==> config.mk <==
export PLATFORM = sky130hd
export DESIGN_NAME = mac_tx_framer
export DESIGN_NICKNAME = d
export VERILOG_FILES = /design/src/rtl/mac_pkg.sv /design/src/rtl/mac_crc32_d8.sv /design/src/rtl/mac_tx_framer.sv
export SDC_FILE = /design/constraint.sdc
export NUM_CORES = 1
export LEC_CHECK = 0
export BUFFER_PORTS_ARGS = -buffer_cell sky130_fd_sc_hd__buf_2
export CORE_UTILIZATION = 40
export CTS_BUF_LIST = sky130_fd_sc_hd__clkbuf_4
export DETAILED_ROUTE_END_ITERATION = 16
export MAX_ROUTING_LAYER = met4
export SLEW_MARGIN = 30
export SYNTH_ARGS = -nofsm -noshare
export SYNTH_HDL_FRONTEND = slang
export SYNTH_HIERARCHICAL = 1
export SYNTH_SLANG_ARGS = --single-unit
==> constraint.sdc <==
create_clock -name logic_clk -period 4.4 [get_ports logic_clk]
set_input_delay 0.88 -clock logic_clk [delete_from_list [all_inputs] [get_ports logic_clk]]
set_output_delay 0.88 -clock logic_clk [all_outputs]
set_load 0.01 [all_outputs]
==> src/rtl/mac_pkg.sv <==
// Shared constants and state encoding for the MAC transmit path.
// Also used by the future RX FCS verifier.
package mac_pkg;

  localparam logic [31:0] CRC32_POLY    = 32'hEDB8_8320;
  localparam logic [31:0] CRC32_INIT    = 32'hFFFF_FFFF;
  localparam logic [7:0]  PREAMBLE_BYTE = 8'h55;
  localparam logic [7:0]  SFD_BYTE      = 8'hD5;

  typedef enum logic [3:0] {
    IDLE,
    PREAMBLE,
    PAYLOAD,
    PAD,
    FCS,
    UNDERRUN,
    TRUNC,
    DRAIN,
    IFG
  } tx_state_t;

endpackage

==> src/rtl/mac_crc32_d8.sv <==
// Byte-wide reflected CRC32 next-state logic.
// Data bits are consumed LSB first.
module mac_crc32_d8
  import mac_pkg::*;
(
  input  logic [31:0] crc_in,
  input  logic [7:0]  data,
  output logic [31:0] crc_out
);

  always_comb begin
    crc_out = crc_in;
    for (int i = 0; i < 8; i++) begin
      crc_out = (crc_out >> 1) ^
                ((crc_out[0] ^ data[i]) ? CRC32_POLY : 32'h0);
    end
  end

endmodule

==> src/rtl/mac_tx_framer.sv <==
// Ethernet TX framer: preamble, payload, pad, FCS and IFG
// onto a registered GMII-style byte stream.
module mac_tx_framer
  import mac_pkg::*;
#(
  parameter int PREAMBLE_LEN = 7,
  parameter int MIN_FRAME    = 60,
  parameter int MAX_FRAME    = 1514,
  parameter int IFG_BYTES    = 12,
  parameter bit CRC_APPEND   = 1'b1
) (
  input  logic        logic_clk,
  input  logic        logic_rst,
  input  logic [7:0]  mac_rnet_data_in,
  input  logic        mac_rnet_valid_in,
  output logic        mac_rnet_ready_out,
  input  logic        mac_rnet_last_in,
  output logic [7:0]  mac_tphy_data_out,
  output logic        mac_tphy_valid_out,
  output logic        mac_tphy_err_out,
  output logic [31:0] mac_tx_frames_out,
  output logic [15:0] mac_tx_errors_out
);

  localparam int CW = $clog2(MAX_FRAME + 1);
  localparam int IW = $clog2(IFG_BYTES + 1);
  localparam logic [CW-1:0] MAX_C = CW'(MAX_FRAME);
  localparam logic [3:0]    PRE_C = 4'(PREAMBLE_LEN);
  localparam logic [IW-1:0] IFG_C = IW'(IFG_BYTES - 1);

  if (MIN_FRAME > MAX_FRAME) begin : g_min_max
    $error("MIN_FRAME must not exceed MAX_FRAME");
  end
  if (PREAMBLE_LEN < 1 || PREAMBLE_LEN > 15) begin : g_pre
    $error("PREAMBLE_LEN must be 1..15");
  end
  if (IFG_BYTES < 1) begin : g_ifg
    $error("IFG_BYTES must be at least 1");
  end

  tx_state_t     state_q, state_d;
  logic [CW-1:0] cnt_q, cnt_d, cnt_inc;
  logic [31:0]   crc_q, crc_d, crc_nxt, crc_inv;
  logic [7:0]    crc_byte;
  logic [3:0]    pre_q, pre_d;
  logic [1:0]    fcs_q, fcs_d;
  logic [IW-1:0] ifg_q, ifg_d;
  logic          last_q, last_d;
  logic [7:0]    data_d;
  logic          valid_d, err_d;
  logic          frame_done, frame_err;
  logic          take;

  assign take     = mac_rnet_valid_in & mac_rnet_ready_out;
  assign cnt_inc  = cnt_q + 1'b1;
  assign crc_inv  = ~crc_q;
  assign crc_byte = (state_q == PAD) ? 8'h00 : mac_rnet_data_in;

  // Error/drain states keep swallowing input until the frame's last byte.
  assign mac_rnet_ready_out = (state_q == PAYLOAD) |
    ((state_q inside {UNDERRUN, TRUNC, DRAIN}) & ~last_q);

  mac_crc32_d8 u_crc (
    .crc_in  (crc_q),
    .data    (crc_byte),
    .crc_out (crc_nxt)
  );

  always_comb begin
    state_d    = state_q;
    cnt_d      = cnt_q;
    crc_d      = crc_q;
    pre_d      = pre_q;
    fcs_d      = fcs_q;
    ifg_d      = ifg_q;
    last_d     = last_q;
    data_d     = 8'h00;
    valid_d    = 1'b0;
    err_d      = 1'b0;
    frame_done = 1'b0;
    frame_err  = 1'b0;
    unique case (state_q)
      IDLE: begin
        if (mac_rnet_valid_in) begin
          state_d = PREAMBLE;
          data_d  = PREAMBLE_BYTE;
          valid_d = 1'b1;
          pre_d   = 4'd1;
        end
      end
      PREAMBLE: begin
        valid_d = 1'b1;
        if (pre_q < PRE_C) begin
          data_d = PREAMBLE_BYTE;
          pre_d  = pre_q + 1'b1;
        end else begin
          data_d  = SFD_BYTE;
          state_d = PAYLOAD;
        end
      end
      PAYLOAD: begin
        valid_d = 1'b1;
        if (cnt_q == MAX_C) begin
          err_d     = 1'b1;
          frame_err = 1'b1;
          state_d   = TRUNC;
          last_d    = take & mac_rnet_last_in;
        end else if (mac_rnet_valid_in) begin
          data_d = mac_rnet_data_in;
          crc_d  = crc_nxt;
          cnt_d  = cnt_inc;
          if (mac_rnet_last_in) begin
            if (int'(cnt_inc) < MIN_FRAME) begin
              state_d = PAD;
            end else if (CRC_APPEND) begin
              state_d = FCS;
            end else begin
              state_d    = IFG;
              frame_done = 1'b1;
            end
          end
        end else begin
          err_d     = 1'b1;
          frame_err = 1'b1;
          state_d   = UNDERRUN;
        end
      end
      PAD: begin
        valid_d = 1'b1;
        crc_d   = crc_nxt;
        cnt_d   = cnt_inc;
        if (int'(cnt_inc) >= MIN_FRAME) begin
          if (CRC_APPEND) begin
            state_d = FCS;
          end else begin
            state_d    = IFG;
            frame_done = 1'b1;
          end
        end
      end
      FCS: begin
        valid_d = 1'b1;
        data_d  = crc_inv[{fcs_q, 3'b000} +: 8];
        fcs_d   = fcs_q + 1'b1;
        if (fcs_q == 2'd3) begin
          state_d    = IFG;
          frame_done = 1'b1;
        end
      end
      UNDERRUN, TRUNC: begin
        state_d = DRAIN;
        if (take & mac_rnet_last_in) last_d = 1'b1;
      end
      DRAIN: begin
        if (last_q | (take & mac_rnet_last_in)) state_d = IFG;
      end
      IFG: begin
        ifg_d = ifg_q + 1'b1;
        if (ifg_q == IFG_C) begin
          state_d = IDLE;
          ifg_d   = '0;
          cnt_d   = '0;
          crc_d   = CRC32_INIT;
          last_d  = 1'b0;
        end
      end
      default: state_d = IDLE;
    endcase
  end

  always_ff @(posedge logic_clk) begin
    if (logic_rst) begin
      state_q            <= IDLE;
      cnt_q              <= '0;
      crc_q              <= CRC32_INIT;
      pre_q              <= '0;
      fcs_q              <= '0;
      ifg_q              <= '0;
      last_q             <= 1'b0;
      mac_tphy_data_out  <= 8'h00;
      mac_tphy_valid_out <= 1'b0;
      mac_tphy_err_out   <= 1'b0;
      mac_tx_frames_out  <= '0;
      mac_tx_errors_out  <= '0;
    end else begin
      state_q            <= state_d;
      cnt_q              <= cnt_d;
      crc_q              <= crc_d;
      pre_q              <= pre_d;
      fcs_q              <= fcs_d;
      ifg_q              <= ifg_d;
      last_q             <= last_d;
      mac_tphy_data_out  <= data_d;
      mac_tphy_valid_out <= valid_d;
      mac_tphy_err_out   <= err_d;
      if (frame_done) mac_tx_frames_out <= mac_tx_frames_out + 32'd1;
      if (frame_err && mac_tx_errors_out != 16'hFFFF) begin
        mac_tx_errors_out <= mac_tx_errors_out + 16'd1;
      end
    end
  end

endmodule
---- Word-level counts from Yosys, hierarchy flattened ----
Index checks and enable logic that the tools add are counted.
storage, ports and cells
  register bits after elaboration ......... 116
  bits in latches ......................... 0
  bits in writable memories ............... 0
  memory bits (read-only) ................. 0
  bits of input ports ..................... 12
  output and inout port bits .............. 59
  word-level logic and storage cells ...... 128
  memories ................................ 0
operators by class
  $add $sub $neg .......................... 6
  multiply operators ...................... 0
  divide/modulo/power cells ............... 0
  $lt $le $gt $ge ......................... 3
  equality and inequality tests ........... 24
  shift-type cells ........................ 1
  muxes and demuxes ....................... 47
  bitwise operators ....................... 23
  reduce and logical (&&, ||, !) cells .... 12
operators with widths
  cell                   count
  $mux 32                11
  $xor 31x32->32         8
  $pmux 32 s3            1
  $mux 4                 11
  $mux 11                3
  $pmux 11 s3            1
  $add 32x1->32 const B  1
  $mux 8                 4
  $not 32->32            1
  $pmux 4 s8             1
  $pmux 8 s4             1
  $shiftx 32x6->8        1
  $add 16x1->16 const B  1
  $eq 4x3->1 const B     4
  $ne 16x16->1 const B   1
  $ne 2x2->1 const B     8
  $add 11x1->11 const B  1
  $eq 11x11->1 const B   1
  $ge 11x6->1 const B    1
  $lt 11x6->1 const B    1
  $mux 1                 9
  $reduce_bool 3->1      3
  $add 4x1->4 const B    2
  $eq 4x2->1 const B     2
  other kinds (24)       38

---- Longest topological paths before layout ----
  depth in word-level cells ............... 29
  gate-level depth with buffers ........... 11
  gate-level depth less buffers ........... 9

---- Hierarchy ----
The synthesis kept the hierarchy.
modules (own cells, without submodules)
  module         times used  cells each  area an instance (µm²)  seq. area each (µm²)
  mac_tx_framer  1           720         5924.4                  2322.2
  mac_crc32_d8   1           68          991.0                   0.0

---- Worst setup path after synthesis ----
OpenSTA, ideal clock, no wires.
  path type ............................... flip-flop to flip-flop
  start ................................... register state_q[2]
  end ..................................... register crc_q[25]
  library setup time ...................... 0.123 ns
  arrival ................................. 2.844 ns
  required time ........................... 4.277 ns
  setup slack ............................. 1.433 ns
  cell stages (with the launch flop) ...... 12
  buffers on the path ..................... 2
  period minus slack after synthesis ...... 2.967 ns
  path through ............................ dfxtp_1 buf_2 nor2_1 and3_1 clkbuf_1 nor2b_1 xnor2_4 xnor3_2 xnor3_1 nor2_1 a21oi_1 or2_2
between the ends
  word-level cells in the longest chain between the ends .. 17
  elaborated cells on any way between the ends .. 32
  classes of those cells .................. 6 x eq/ne; 10 x mux; 14 x bitwise; 2 x reduce/logical
RTL lines
  item                              RTL line              text
  start, declared                   mac_tx_framer.sv:41   tx_state_t state_q, state_d;
  start signal, assigned            mac_tx_framer.sv:186  state_q <= state_d;
  $eq 4x2->1 (*)                    mac_tx_framer.sv:57   assign crc_byte = (state_q == PAD) ? 8'h00 : mac_rnet_data_in;
  $mux 8 (*)                        mac_tx_framer.sv:57
  net crc_byte[0]                   mac_tx_framer.sv:44   logic [7:0] crc_byte;
  $xor 1x1->1 (*)                   mac_crc32_d8.sv:15    ((crc_out[0] ^ data[i]) ? CRC32_POLY : 32'h0);
  $mux 32 (*)                       mac_crc32_d8.sv:15
  $xor 31x32->32 (*) (6 in series)  mac_crc32_d8.sv:14    crc_out = (crc_out >> 1) ^
  $xor 1x1->1 (*)                   mac_crc32_d8.sv:15
  $mux 32 (*)                       mac_crc32_d8.sv:15
  $xor 31x32->32 (*) (2 in series)  mac_crc32_d8.sv:14
  net crc_nxt[25]                   mac_tx_framer.sv:43   logic [31:0] crc_q, crc_d, crc_nxt, crc_inv;
  $mux 32                           mac_tx_framer.sv:108  end else if (mac_rnet_valid_in) begin
  $mux 32                           mac_tx_framer.sv:103  if (cnt_q == MAX_C) begin
  $pmux 32 s3 (*)                   mac_tx_framer.sv:82   unique case (state_q)
  end signal, assigned              mac_tx_framer.sv:188  crc_q <= crc_d;
  end, declared                     mac_tx_framer.sv:43
Mark *: on every way through the listed nets, which the timed path passes. The rest lies on a longest branch. The select of a mux whose other input is x is not followed.
A chain may end at the register's enable or synchronous reset.

---- Worst setup path after layout ----
  start ................................... register state_q[1]
  end ..................................... register crc_q[5]
between the ends
  word-level cells in the longest chain between the ends .. 16
  elaborated cells on any way between the ends .. 27
  classes of those cells .................. 6 x eq/ne; 8 x mux; 11 x bitwise; 2 x reduce/logical
RTL lines
  item                              RTL line
  $eq 4x2->1 (*)                    mac_tx_framer.sv:57
  $mux 8 (*)                        mac_tx_framer.sv:57
  net crc_byte[1]                   mac_tx_framer.sv:44
  $xor 1x1->1 (*)                   mac_crc32_d8.sv:15
  $mux 32 (*)                       mac_crc32_d8.sv:15
  $xor 31x32->32 (*) (6 in series)  mac_crc32_d8.sv:14
  $xor 1x1->1 (*)                   mac_crc32_d8.sv:15
  $mux 32 (*)                       mac_crc32_d8.sv:15
  $xor 31x32->32 (*)                mac_crc32_d8.sv:14
  net crc_nxt[5]                    mac_tx_framer.sv:43
  $mux 32                           mac_tx_framer.sv:108
  $mux 32                           mac_tx_framer.sv:103
  $pmux 32 s3 (*)                   mac_tx_framer.sv:82
Marks and branches as above.

==> flow_summary_export.csv <==
group,metric,value,unit
placement,dp_hpwl,10700,microns
grt,grt_start_max_net_pins,65,
hold_path,worstHoldEndpoint,"mac_tx_frames_out[1]$_SDFFE_PP0P_",
logic_synthesis,synth_edf_count,0,
power,p_clk_frac,0.235,
hold_path,hold_class,"reg2reg",
clocking,postCtsHoldBufs,0,
clocking,htree_levels,4,
route,drt_iter0_markers,308,
die,rows,47,
die,die_area,17800,sq um
worst_setup_path,path_cells,"and3_1 > nor2b_1 > xnor2_1 > xnor2_1 > xor3_1 > nor2_1 > a21oi_1 > or2_2",
final_layout,ff_latch_area,2320,sq um
logic_synthesis,synth-warning-count,6,
route,drcViolationCount,0,
logic_synthesis,synthCells,788,
placement,routabilityCongestion,0.843,
logic_synthesis,ys_async_sr_fraction,0,
placement,dp.cells,1038,
grt,overflow,0,
die,fp.dieW,133,microns
grt,antenna_found_initial,1,
die,fp.dieH,133,microns
worst_setup_path,worst_setup_path_end_kind,"flop",
final_layout,drive_gt1_frac,0.211,
grt,grtUsageTotal,0.188,
route,wl,15500,microns
clocking,cts_made_buffers,17,
route,final_antenna_net_count,0,
clocking,cts_root_buf,"clkbuf_4",
logic_synthesis,synthTopCellsByArea,"dfxtp_1 (34%), nor2_1 (8.0%), xnor2_1 (7.0%), a21oi_1 (4.8%), xnor3_1 (4.2%)",
grt,grt_pass1_vias,5069,
hold_path,hold_depth,2,
final_layout,fillers,1652,
clocking,clkTransAtPathRegs,0.11,ns
final_layout,multi_input_area,4330,sq um
logic_synthesis,yosys_register_bits,116,
final_layout,final_cells,1071,
logic_synthesis,synth.top_cell.area_share,0.336,
job,drv_cap,0,
hold_path,hold_start,"mac_tx_frames_out[1]$_SDFFE_PP0P_",
power,switching_share,0.363,
power,sequentialPowerShare,0.337,
timing,tns,0,ns
timing,relSlewSlack,0.474,
die,initial_core_util,0.413,
power,ir_drop,0.290,mV
logic_synthesis,ys.flop_type,"dfxtp_1",
worst_setup_path,crit_path_start,"state_q[1]$_SDFFE_PP0P_",
timing,finalSetupViolations,0,
final_layout,nets,856,
timing,fin_crit,3.39,ns
power,leakagePower,2.98,nW
power,power_frac_comb,0.428,
worst_setup_path,critPathLaunchType,"flop",
logic_synthesis,yosysUniqueCellTypes,73,
clocking,cts_tree,"built",
logic_synthesis,synth_nets,807,
route,drt-vias-per-instance,5.16,
worst_setup_path,crit_required,4.82,ns
worst_setup_path,r2r_end,"crc_q[5]$_SDFFE_PP1P_",
route,via_count,5523,
die,core,16800,sq um
logic_synthesis,synth.avg_cell_area,8.78,sq um
worst_setup_path,cpMostUsedCell,"xnor2_1",
clocking,cts_setup_buffers,0,
timing,max_freq,295,MHz
timing,tightest_slew,0.785,ns
outcome,outcome,"complete, no violations",
final_layout,area_delta_synth_final,11.5,%
worst_setup_path,r2r_start,"state_q[1]$_SDFFE_PP0P_",
route,avgRoutedWirePerCell,14.4,microns
worst_setup_path,r2r_setup_slack,1.01,ns
clocking,cts.sinks,116,
worst_setup_path,worst_path_max_delay_cell,"dfxtp_1",
grt,grt_pass1_wl,26000,microns
clocking,clock_latency,0.55,ns
timing,rsz0062_at_grt,"no",
logic_synthesis,yosys.area.top_type,"dfxtp_1",
clocking,post_cts_resized,0,
route,firstDrtPassIters,5,
timing,maxSlewViolCount,0,
die,ioPinCount,71,
logic_synthesis,syn_area,6920,sq um
worst_setup_path,reg2regPathDepth,8,
logic_synthesis,synth-seq-area-share,0.336,
clocking,clockBufferDepth,2,
power,switching_power,1.39,mW
timing,fin_skew,0.0261,ns
final_layout,final_core_util,0.460,
worst_setup_path,criticalPathCategory,"reg2reg",
worst_setup_path,crit_fanout,21,
worst_setup_path,cpPeakStageDelay,0.85,ns
placement,port-buffer-count,70,
power,intPower,2.43,mW
timing,post-route-period-util,0.770,
timing,hold_violations,0,
worst_setup_path,arrival,3.81,ns
power,p_per_area,495,nW/um^2
[registers in the layout, summed over array words and instances (netlist names)]
register            flops
ifg_q                   4
mac_tx_frames_out      32
mac_tphy_data_out       8
mac_tphy_err_out        1
crc_q                  32
mac_tx_errors_out      16
pre_q                   4
mac_tphy_valid_out      1
last_q                  1
state_q                 4
cnt_q                  11
fcs_q                   2
[area by class of cell]
class | instances | area share
Multi-Input combinational cell | 613 | 0.562
Clock inverter | 15 | 0.0256
Timing Repair Buffer | 75 | 0.0522
Antenna cell | 1 | 0.000324
Sequential cell | 116 | 0.301
Inverter | 14 | 0.00681
Tap cell | 220 | 0.0357
Clock buffer | 17 | 0.0165
[worst max-delay path: cells and delay by family (launching register included)]
family | cells | cell delay [ns]
compound gates | 1 | 0.07
xor+xnor | 3 | 1.23
flops | 1 | 0.85
simple gates | 4 | 1.13
[routing by layer]
metal / part of all wire / global-route usage / routed length [microns] / vias up
met5: 0 / - / 0 / -
met4: 0.020 / 0.0739 / 316 / 0
met3: 0.037 / 0.0342 / 579 / 29
met2: 0.43 / 0.273 / 6710 / 111
met1: 0.51 / 0.259 / 7860 / 2551
li1: - / - / - / 2832
[Yosys cell counts, drive strengths merged, types with 20 or more instances]
master,count
a21oi,68
buf,21
clkbuf,24
dfxtp,116
nand2,49
nand3,24
nand4,20
nor2,148
o21ai,24
or2,34
xnor2,63
xor2,32
[power by group through the flow]
stage | clock [mW] | combinational, mW | sequential, mW
4_1_cts | 0.923 | 1.64 | 1.29
3_3_place_gp | 0 | 1.63 | 1.31
2_1_floorplan | 0 | 1.41 | 1.25
3_5_place_dp | 0 | 1.63 | 1.31
5_1_grt | 0.965 | 1.79 | 1.30
6_report | 0.897 | 1.63 | 1.29
[cell usage in the layout, fill, tap and decap left out, drive strengths merged, types with 7 or more instances in the layout]
| cell type | count |
|---|---|
| a21oi | 68 |
| and4 | 7 |
| buf | 75 |
| clkbuf | 17 |
| dfxtp | 116 |
| ha | 7 |
| inv | 20 |
| mux4 | 8 |
| nand2 | 49 |
| nand3 | 24 |
| nand4 | 20 |
| nor2 | 148 |
| nor2b | 10 |
| nor3 | 8 |
| nor4 | 10 |
| nor4b | 8 |
| o21ai | 24 |
| or2 | 34 |
| or3 | 14 |
| xnor2 | 63 |
| xnor3 | 15 |
| xor2 | 32 |
[stage by stage]
step	power, mW	hold slack [ns]	setup WS, ns	area [sq um]
floorplan	2.66	0.464	1.43	6920
global placement	2.94	0.478	1.09	7380
detailed placement	2.94	0.488	1.03	7390
CTS	3.85	0.506	1.02	7710
global route	4.06	0.528	0.792	7710
finish	3.82	0.506	1.01	7710
[cells by family after synthesis]
kind of cell | synth area share
AND/OR/NAND/NOR | 0.268
XOR/XNOR | 0.202
adder cells (fa/ha/maj) | 0.0127
multiplexers | 0.0311
buffers and inverters | 0.0400
flip-flops | 0.336
AO/OA/AOI/OAI | 0.110
[worst max path at each step]
stage                             endpoint  slack [ns]
finish               crc_q[5]$_SDFFE_PP1P_        1.01
global route        crc_q[26]$_SDFFE_PP1P_        0.79
CTS                  crc_q[5]$_SDFFE_PP1P_        1.02
detailed placement  crc_q[25]$_SDFFE_PP1P_        1.03
global placement    crc_q[25]$_SDFFE_PP1P_        1.09
floorplan           crc_q[25]$_SDFFE_PP1P_        1.43
Note: power is estimated with default switching activity, not from simulation.
